<file path="src/rtl/fifo_pkg.sv">
// Shared constants and helpers for the parametrised FIFO family.
// Imported by the storage array and the FIFO top.
package fifo_pkg;

  localparam int DEFAULT_DATA_WIDTH = 4;
  localparam int DEFAULT_DEPTH      = 16;

  // Ceiling log2; returns 0 for values <= 1.
  function automatic int clog2(input int value);
    int result;
    int v;
    result = 0;
    v = value - 1;
    while (v > 0) begin
      result = result + 1;
      v = v >> 1;
    end
    return result;
  endfunction

  // Occupancy needs one extra bit so that DEPTH itself is representable.
  function automatic int count_width(input int depth);
    return clog2(depth) + 1;
  endfunction

endpackage

</file>
<file path="src/rtl/fifo_ram.sv">
// Simple dual-port storage array with a registered read port.
// Contents are never cleared; only the read register resets.
module fifo_ram
  import fifo_pkg::*;
#(
  parameter int DATA_WIDTH = DEFAULT_DATA_WIDTH,
  parameter int DEPTH      = DEFAULT_DEPTH,
  parameter int ADDR_WIDTH = clog2(DEFAULT_DEPTH)
) (
  input  logic                  clk,
  input  logic                  reset,
  input  logic                  we,
  input  logic [ADDR_WIDTH-1:0] waddr,
  input  logic [DATA_WIDTH-1:0] wdata,
  input  logic                  re,
  input  logic [ADDR_WIDTH-1:0] raddr,
  output logic [DATA_WIDTH-1:0] rdata
);

  logic [DATA_WIDTH-1:0] mem [DEPTH];

  always_ff @(posedge clk) begin
    if (we) begin
      mem[waddr] <= wdata;
    end
  end

  // A read and write to the same address on one edge returns the old word.
  always_ff @(posedge clk or posedge reset) begin
    if (reset) begin
      rdata <= '0;
    end else if (re) begin
      rdata <= mem[raddr];
    end
  end

endmodule

</file>
<file path="src/rtl/fifo_param.sv">
// Parametrised single-clock FIFO: pointers, occupancy count, status flags
// and one-cycle overflow/underflow pulses around a dual-port array.
module fifo_param
  import fifo_pkg::*;
#(
  parameter int DATA_WIDTH = DEFAULT_DATA_WIDTH,
  parameter int DEPTH      = DEFAULT_DEPTH,
  parameter int AF_LEVEL   = DEPTH - 2,
  parameter int AE_LEVEL   = 2
) (
  input  logic                    clk,
  input  logic                    reset,
  input  logic                    write,
  input  logic                    read,
  input  logic [DATA_WIDTH-1:0]   din,
  output logic [DATA_WIDTH-1:0]   dout,
  output logic                    full,
  output logic                    empty,
  output logic                    almost_full,
  output logic                    almost_empty,
  output logic [clog2(DEPTH):0]   count,
  output logic                    overflow,
  output logic                    underflow
);

  localparam int AW = clog2(DEPTH);
  localparam int CW = count_width(DEPTH);

  localparam logic [CW-1:0] DEPTH_C = CW'(DEPTH);
  localparam logic [CW-1:0] AF_C    = CW'(AF_LEVEL);
  localparam logic [CW-1:0] AE_C    = CW'(AE_LEVEL);

  logic [AW-1:0] wr_ptr;
  logic [AW-1:0] rd_ptr;
  logic          wr_acc;
  logic          rd_acc;

  // Request semantics: write/read are level requests evaluated every edge.
  // A write is taken when not full, or when full and a read frees a slot on
  // the same edge; a read is taken whenever not empty. Rejected requests
  // raise overflow/underflow for exactly one cycle. No fall-through.
  assign wr_acc = write & (~full | read);
  assign rd_acc = read & ~empty;

  assign full         = (count == DEPTH_C);
  assign empty        = (count == '0);
  assign almost_full  = (count >= AF_C);
  assign almost_empty = (count <= AE_C);

  always_ff @(posedge clk or posedge reset) begin
    if (reset) begin
      wr_ptr    <= '0;
      rd_ptr    <= '0;
      count     <= '0;
      overflow  <= 1'b0;
      underflow <= 1'b0;
    end else begin
      overflow  <= write & ~wr_acc;
      underflow <= read & ~rd_acc;
      if (wr_acc) begin
        wr_ptr <= wr_ptr + AW'(1);
      end
      if (rd_acc) begin
        rd_ptr <= rd_ptr + AW'(1);
      end
      unique case ({wr_acc, rd_acc})
        2'b10:   count <= count + CW'(1);
        2'b01:   count <= count - CW'(1);
        default: count <= count;
      endcase
    end
  end

  fifo_ram #(
    .DATA_WIDTH (DATA_WIDTH),
    .DEPTH      (DEPTH),
    .ADDR_WIDTH (AW)
  ) u_ram (
    .clk   (clk),
    .reset (reset),
    .we    (wr_acc),
    .waddr (wr_ptr),
    .wdata (din),
    .re    (rd_acc),
    .raddr (rd_ptr),
    .rdata (dout)
  );

endmodule

</file>
<file path="config.mk">
export PLATFORM = sky130hd
export DESIGN_NAME = fifo_param
export DESIGN_NICKNAME = d
export VERILOG_FILES = /design/src/rtl/fifo_pkg.sv /design/src/rtl/fifo_ram.sv /design/src/rtl/fifo_param.sv
export SDC_FILE = /design/constraint.sdc
export NUM_CORES = 1
export LEC_CHECK = 0
export ABC_AREA = 1
export CORE_ASPECT_RATIO = 1.1
export CORE_MARGIN = 1.5
export CORE_UTILIZATION = 45
export DETAILED_ROUTE_END_ITERATION = 6
export GPL_ROUTABILITY_DRIVEN = 0
export GPL_TIMING_DRIVEN = 1
export SYNTH_ARGS = -nofsm -noshare
export SYNTH_HDL_FRONTEND = slang
export SYNTH_SLANG_ARGS = --single-unit
export TNS_END_PERCENT = 10
</file>
<file path="constraint.sdc">
create_clock -name clk -period 3.9 [get_ports clk]
set_clock_uncertainty 0.2 [all_clocks]
set_input_delay 0.39 -clock clk [delete_from_list [all_inputs] [get_ports clk]]
set_output_delay 0.39 -clock clk [all_outputs]
set_load 0.01 [all_outputs]
</file>
Word-level counts from Yosys, hierarchy flattened. Memories as Yosys holds them, arrays and structs flattened. A register that Yosys moved wholly into a read port is not among the register bits. Cells that the tools add are included.

Mux-type cells: 3. Bitwise logic cells: 9. Eq/ne operators: 3. Magnitude comparators: 2. Reduce and logical (&&, ||, !) cells: 2. Add/sub/neg operators: 4.

Operator list (count): $pmux W5 S2 (1); $add A4 B1 Y4 const B (2); $add A5 B1 Y5 const B (1); $eq A5 B5 Y1 const B (1); $ge A5 B4 Y1 const B (1); $le A5 B2 Y1 const B (1); $logic_not A5 Y1 (1); $sub A5 B1 Y5 const B (1); $and A1 B1 Y1 (4); $not A1 Y1 (4); $eq A2 B1 Y1 const B (1); $eq A2 B2 Y1 const B (1); $mux W1 (2); $reduce_bool A2 Y1 (1); $or A1 B1 Y1 (1).

Memories: 1. Bits in registers: 15. Memory bits (writable): 64. Input port bits: 8. Output and inout bits: 15. Logic and storage cells: 29.

Memory list: u_ram.mem (depth 16, bits a word 4, read ports 1, clocked after Yosys merged registers in 1, wr ports 1, line fifo_ram.sv:20) `logic [DATA_WIDTH-1:0] mem [DEPTH];`.

Longest topological paths before layout.
Depth after elaboration: 6. Gate-level depth with buffers: 14.

By module. From an unflattened synthesis, not the netlist that was laid out.

Cells, all modules: 370. Area total of the unflattened synthesis: 3849.9 µm².

Modules (own cells, without submodules): fifo_ram (seq. area each 2021.9 µm², instances 1, cells an instance 256, area an instance 2914.0 µm²); fifo_param (seq. area each 375.4 µm², instances 1, cells an instance 114, area an instance 935.9 µm²).

Least setup slack after synthesis. No wires, ideal clock.

Path kind: register to register. From: register count[1]. To: register count[4]. Period minus slack after synthesis: 2.453 ns. Stages on the path, launching flop included: 15. Buffers on the path: 0. Path slack: 1.447 ns. Required time: 3.579 ns. Data arrival time: 2.132 ns. Cell sequence: dfrtp_1 > nor2_2 > nand3_2 > inv_2 > nand2_2 > nand2_4 > inv_6 > ha_1 > fa_1 > nand3_1 > nand2_1 > a21oi_1 > o21ai_0 > nand2_1 > nand2_1.

RTL lines: start: declaration (line fifo_param.sv:21) `output logic [clog2(DEPTH):0] count,`; start signal: assignment (line fifo_param.sv:67) `2'b10: count <= count + CW'(1);`; start signal: assignment (line fifo_param.sv:68) `2'b01: count <= count - CW'(1);`; start signal: assignment (line fifo_param.sv:69) `default: count <= count;`; $logic_not A5 Y1 * (line fifo_param.sv:46) `assign empty = (count == '0);`; $not A1 Y1 * (line fifo_param.sv:43) `assign rd_acc = read & ~empty;`; $and A1 B1 Y1 * (line fifo_param.sv:43); net rd_acc (line fifo_param.sv:36) `logic rd_acc;`; $eq A2 B1 Y1 / $eq A2 B2 Y1 (equally long branches) (line fifo_param.sv:66) `unique case ({wr_acc, rd_acc})`; $pmux W5 S2 / $reduce_bool A2 Y1 (equally long branches).

Mark *: on every way through the listed nets, which the timed path passes. The rest lies on a longest branch. A chain may end at the register's enable or synchronous reset.

Worst setup path after layout. Ends and elaborated chain as after synthesis.

==> out/results.tsv <==
metric	value	unit
synth_most_common_cell	nand2_1	
htree_levels	3	
post-route-period-util	67.16	%
postRouteAntennaNets	0	
netlist_instances	392	
tightest_slew	0.9883	ns
cts_buffer_depth	2	
core_area	0.008408	mm²
cts_resized	0	
cts_made_buffers	9	
clkLatencyLatePin	0.35	ns
yosys_warnings	0	
fin_util	51.70	%
design_area	0.004347	mm²
hold_ws	0.2600	ns
fin_nets	433	
grt_usage	18.26	%
dr.pass1.iters	4	
drive_gt1_share	7.619	%
num_rows	35	
sw_frac_of_total	39.58	%
crit_required	3.95	ns
hold_class	input port to async pin	
max_freq	381.8	MHz
crit_path_end_kind	flip-flop	
postCtsSetupRepairBufs	0	
drc	0	
rsz0062_at_grt	false	
cap_violations	0	
power.clock.fraction	18.8	%
netlist_top_cells_area	edfxtp_1 (49%), dfrtp_1 (12%), nand2_1 (11%)	
numClockSinks	83	
period_needed	2.619	ns
synthesis.area	0.003904	mm²
p_comb_share	37.1	%
top_usage_layer	met2	
setup.worst_path.start_class	flip-flop	
power_density	677.8	mW/mm²
ir_drop	0.3590	mV
vias_per_cell	4.851	
place_hpwl	5166	µm
met2_usage	30.88	%
grt_pass1_wl	12560	µm
synth_top_flop_cell	edfxtp_1	
numPortBuffers	22	
placed_area	0.004168	mm²
synth_edf_count	64	
syn-mean-instance-area	9.959	µm²
gr-usage-met1	23.77	%
synth_commonest_cells	nand2_1 (117), edfxtp_1 (64), inv_1 (63), nand3_1 (52), dfrtp_1 (19)	
yosys.cell_types.count	29	
p_int	1.780	mW
die_h	100.7	µm
postCtsHoldBufs	0	
dr.first_iter.drc_count	208	
antenna_found_initial	0	
ff2ff_setup_slack	1.28	ns
syn_to_final_growth	11.35	%
synth_seq_area_share	61.41	%
tns	0	ns
relSlewSlack	34.12	%
antenna_cells	0	
slew_viol_final	0	
cp_max_fo	10	
hold_viol	0	
yosysTopAreaCell	edfxtp_1	
die_x	91.81	µm
wl_per_cell	14.28	µm
pwr-share-seq	44.2	%
syn_nets	410	
initial_utilization	46.43	%
cp.arrival	2.67	ns
synth.top_cell.area_share	49.23	%
status	finished, final reports clean	
grt_pass1_vias	2524	
grt_max_degree	34	
cts_tree	yes	
clk_pin_slew_worst_paths	0.08	ns
root_buffer	clkbuf_8	
setup_viol_count_final	0	
p_leak	1.935	nW
crit_type	flip-flop to flip-flop	
power_switching	1.166	mW
grt_overflow	0	
die-area	0.009243	mm²
wl	7583	µm
use_met3	2.489	%
num_io_pins	23	
ys_ff_latch	83	
route.vias.total	2576	
async_flop_share	22.89	%
[layout make-up]
class,count,area [µm²]
Inverter,69,271.5
Multi-Input combinational cell,229,1132
Fill cell,799,4061
Sequential cell,83,2397
Clock inverter,6,41.29
Timing Repair Buffer,23,227.7
Tap cell,111,138.9
Clock buffer,10,137.6
[critical path, stage by stage, from the launching register on]
cell and delay [ns]:
dfrtp_1 0.47, nor2_2 0.14, nand3_2 0.11, inv_2 0.07
nand2_2 0.07, nand2_4 0.12, inv_6 0.06, ha_1 0.29
ha_1 0.35, a21oi_1 0.15, nand2_1 0.10, a21oi_1 0.17
o21ai_0 0.11, nand2_1 0.07, nand2_1 0.04
[kinds of logic after synthesis]
family	Yosys count	synth area share (%)
XOR/XNOR	6	1.346
AO/OA/AOI/OAI	15	2.147
adder cells (fa/ha/maj)	10	3.398
AND/OR/NAND/NOR	198	22.12
flip-flops	83	61.41
buffers and inverters	80	9.583
[power groups by stage]
stage	Clock (mW)	Sequential (mW)	Combinational [mW]
6_report	0.553	1.30	1.09
5_1_grt	0.598	1.33	1.24
4_1_cts	0.563	1.30	1.11
3_5_place_dp	0	1.32	1.10
3_3_place_gp	0	1.32	1.10
2_1_floorplan	0	1.23	0.865
[final timing paths]
check                                      startpoint                    endpoint  cells past startpoint
min in group clk           u_ram.rdata[0]$_DFFE_PP0P_  u_ram.rdata[0]$_DFFE_PP0P_                      2
max                              count[1]$_DFFE_PP0P_        count[4]$_DFFE_PP0P_                     14
max in group asynchronous                       reset       wr_ptr[2]$_DFFE_PP0P_                      2
min                                             reset  u_ram.rdata[0]$_DFFE_PP0P_                      2
max reg2reg                      count[1]$_DFFE_PP0P_        count[4]$_DFFE_PP0P_                     14
min reg2reg                u_ram.rdata[0]$_DFFE_PP0P_  u_ram.rdata[0]$_DFFE_PP0P_                      2
[registers in the layout, indices dropped and copies added (netlist names)]
register / cells
count: 5
overflow: 1
u_ram.rdata: 4
rd_ptr: 4
u_ram.mem: 64
underflow: 1
wr_ptr: 4
[layer usage]
layer  routed length (µm)  vias up
li1                     -     1299
met1                 3473     1221
met2                 3727       44
met3                  246       12
met4                  136        0
met5                    0        -
[layout by cell type (no fill, tap or decap), types with 4 or more instances in the layout]
cell | Yosys | routed
a21oi_1 | 4 | 4
nand3_1 | 52 | 52
dfrtp_1 | 19 | 19
xor2_1 | 5 | 5
ha_1 | 9 | 9
o21ai_0 | 7 | 7
nor2_1 | 18 | 18
nand2_4 | 4 | 4
edfxtp_1 | 64 | 64
inv_1 | 63 | 63
clkbuf_8 | 0 | 10
nand2_1 | 117 | 117
clkdlybuf4s50_1 | 0 | 22
[metrics by stage]
step	setup slack [ns]	power (mW)	std cells
detailed placement	1.148	2.427	515
global placement	1.213	2.415	515
CTS	1.268	2.976	531
finish	1.281	2.946	531
floorplan	1.447	2.097	392
global route	0.9776	3.166	531
(Power assumes the default switching activity.)
==> RTL change, RTL diff (same flow settings) <==
Reset style: synchronous (`reset`), changed in 2 clocked blocks.
--- a/src/rtl/fifo_ram.sv
+++ b/src/rtl/fifo_ram.sv
@@ -26,7 +26,7 @@
   end
 
   // A read and write to the same address on one edge returns the old word.
-  always_ff @(posedge clk or posedge reset) begin
+  always_ff @(posedge clk) begin
     if (reset) begin
       rdata <= '0;
     end else if (re) begin
--- a/src/rtl/fifo_param.sv
+++ b/src/rtl/fifo_param.sv
@@ -47,7 +47,7 @@
   assign almost_full  = (count >= AF_C);
   assign almost_empty = (count <= AE_C);
 
-  always_ff @(posedge clk or posedge reset) begin
+  always_ff @(posedge clk) begin
     if (reset) begin
       wr_ptr    <= '0;
       rd_ptr    <= '0;
Formal check against the unedited RTL: differs if reset is asserted again (counterexample within 4 cycles, from zero or initial values and one cycle with reset high); with reset held inactive, the same outputs for 10 cycles.
==> RTL change against the original RTL <==
Power shrank 17%; final area decreased by 0.17%; critical path depth shrank 1; synthesized cell count is 2.6% higher; sequential share of layout area down 2.1 points; die area down 0.19%; core utilization fell by 0.089 points; worst setup slack improved by 0.14 ns; wire length increased by 2.6%; final cell count up 1.5%; synthesized area down 0.19%; sequential cell count did not move.
==> RTL change: results <==
[route]
dr_wl_met2_mm = 3.96
avgViaCountPerCell = 4.89
initialDrtViolationCount = 113
wl_met3_um = 308
wl_met1_mm = 3.33

[placement]
hpwl_mm = 5.28
placed_cells = 523

[min_path]
hold_class = register to register

[power_and_ir_drop]
vdd_drop_max_v = 0.000349
p_leak_nw = 1.81

[finish]
nets = 441
drive_gt1_share_pct = 10.3

[worst_setup_path]
crit_family = adder cells
arrival_ns = 2.55
crit_path_max_incr_delay_ns = 0.53
critPathSlowestCell = dfxtp_1
startpoint = count[0]
crit_path_max_fanout = 12

[outcome]
status = finished, final reports clean

[synthesis]
synthXorXnorAreaFrac_pct = 1.57
yosys-top-cells-count = nand2_1, edfxtp_1, inv_1, nand3_1, nor2_1
synth_seq_area_share_pct = 59.1
syn-mean-instance-area_um2 = 9.69
syn_nets = 420
ys_async_sr_fraction_pct = 0
synthAdderAreaFrac_pct = 3.40
synth_compound_area_share_pct = 3.21

[global_route]
track_usage_pct = 18.6
grt_max_degree = 35
grt_pass1_vias = 2658
grt_pass1_wl_mm = 12.8
-- RTL change: changes by cell type after synthesis, sizes merged, moves of 2 or more --
cell and delta:
xor2 +2, dfrtp -19, a21oi +7, nor2 +17
dfxtp +19, nand2 +3, inv -15, nand3 -3
-- RTL change: area by class of cell --
cell class / instances / area [um^2]
fillers: 794 / 4070
flip-flops and latches: 83 / 2300
multi-input cells: 252 / 1280
repair buffers: 23 / 228
inverters: 54 / 208
well taps: 111 / 139
clock buffers: 10 / 138
clock inverters: 6 / 41.3
-- RTL change: worst min-delay path: stages (launching register included) --
cell     delay (ns)
dfxtp_1        0.35
nand2_2        0.08
a21oi_2        0.04
-- RTL change: metrics by stage --
step	total power [mW]	hold WS, ns	util (%)	setup WS, ns	cell area, um^2
floorplan	1.69	0.276	-	1.56	3900
global placement	1.93	0.319	49.5	1.18	4160
detailed placement	1.94	0.303	49.5	1.14	4160
CTS	2.48	0.314	51.6	1.39	4340
global route	2.63	0.328	51.6	1.20	4340
finish	2.46	0.317	51.6	1.42	4340
-- RTL change: worst paths after layout --
check	slack [ns]	end	cells past startpoint
max	1.42	count[4]	13
max reg2reg	1.42	count[4]	13
min reg2reg	0.32	wr_ptr[3]	2
min	0.32	wr_ptr[3]	2
-- RTL change: where the power goes --
part	leakage [nW]	internal, mW	switching [mW]
clock	0.0843	0.247	0.305
combinational	0.989	0.318	0.451
sequential	0.734	1.01	0.122
-- RTL change: metal layers --
layer | global-route usage [%] | up-vias
li1 | - | 1339
met1 | 22.2 | 1222
met2 | 32.0 | 55
met3 | 4.60 | 18
met4 | 8.28 | 0
met5 | 0 | -
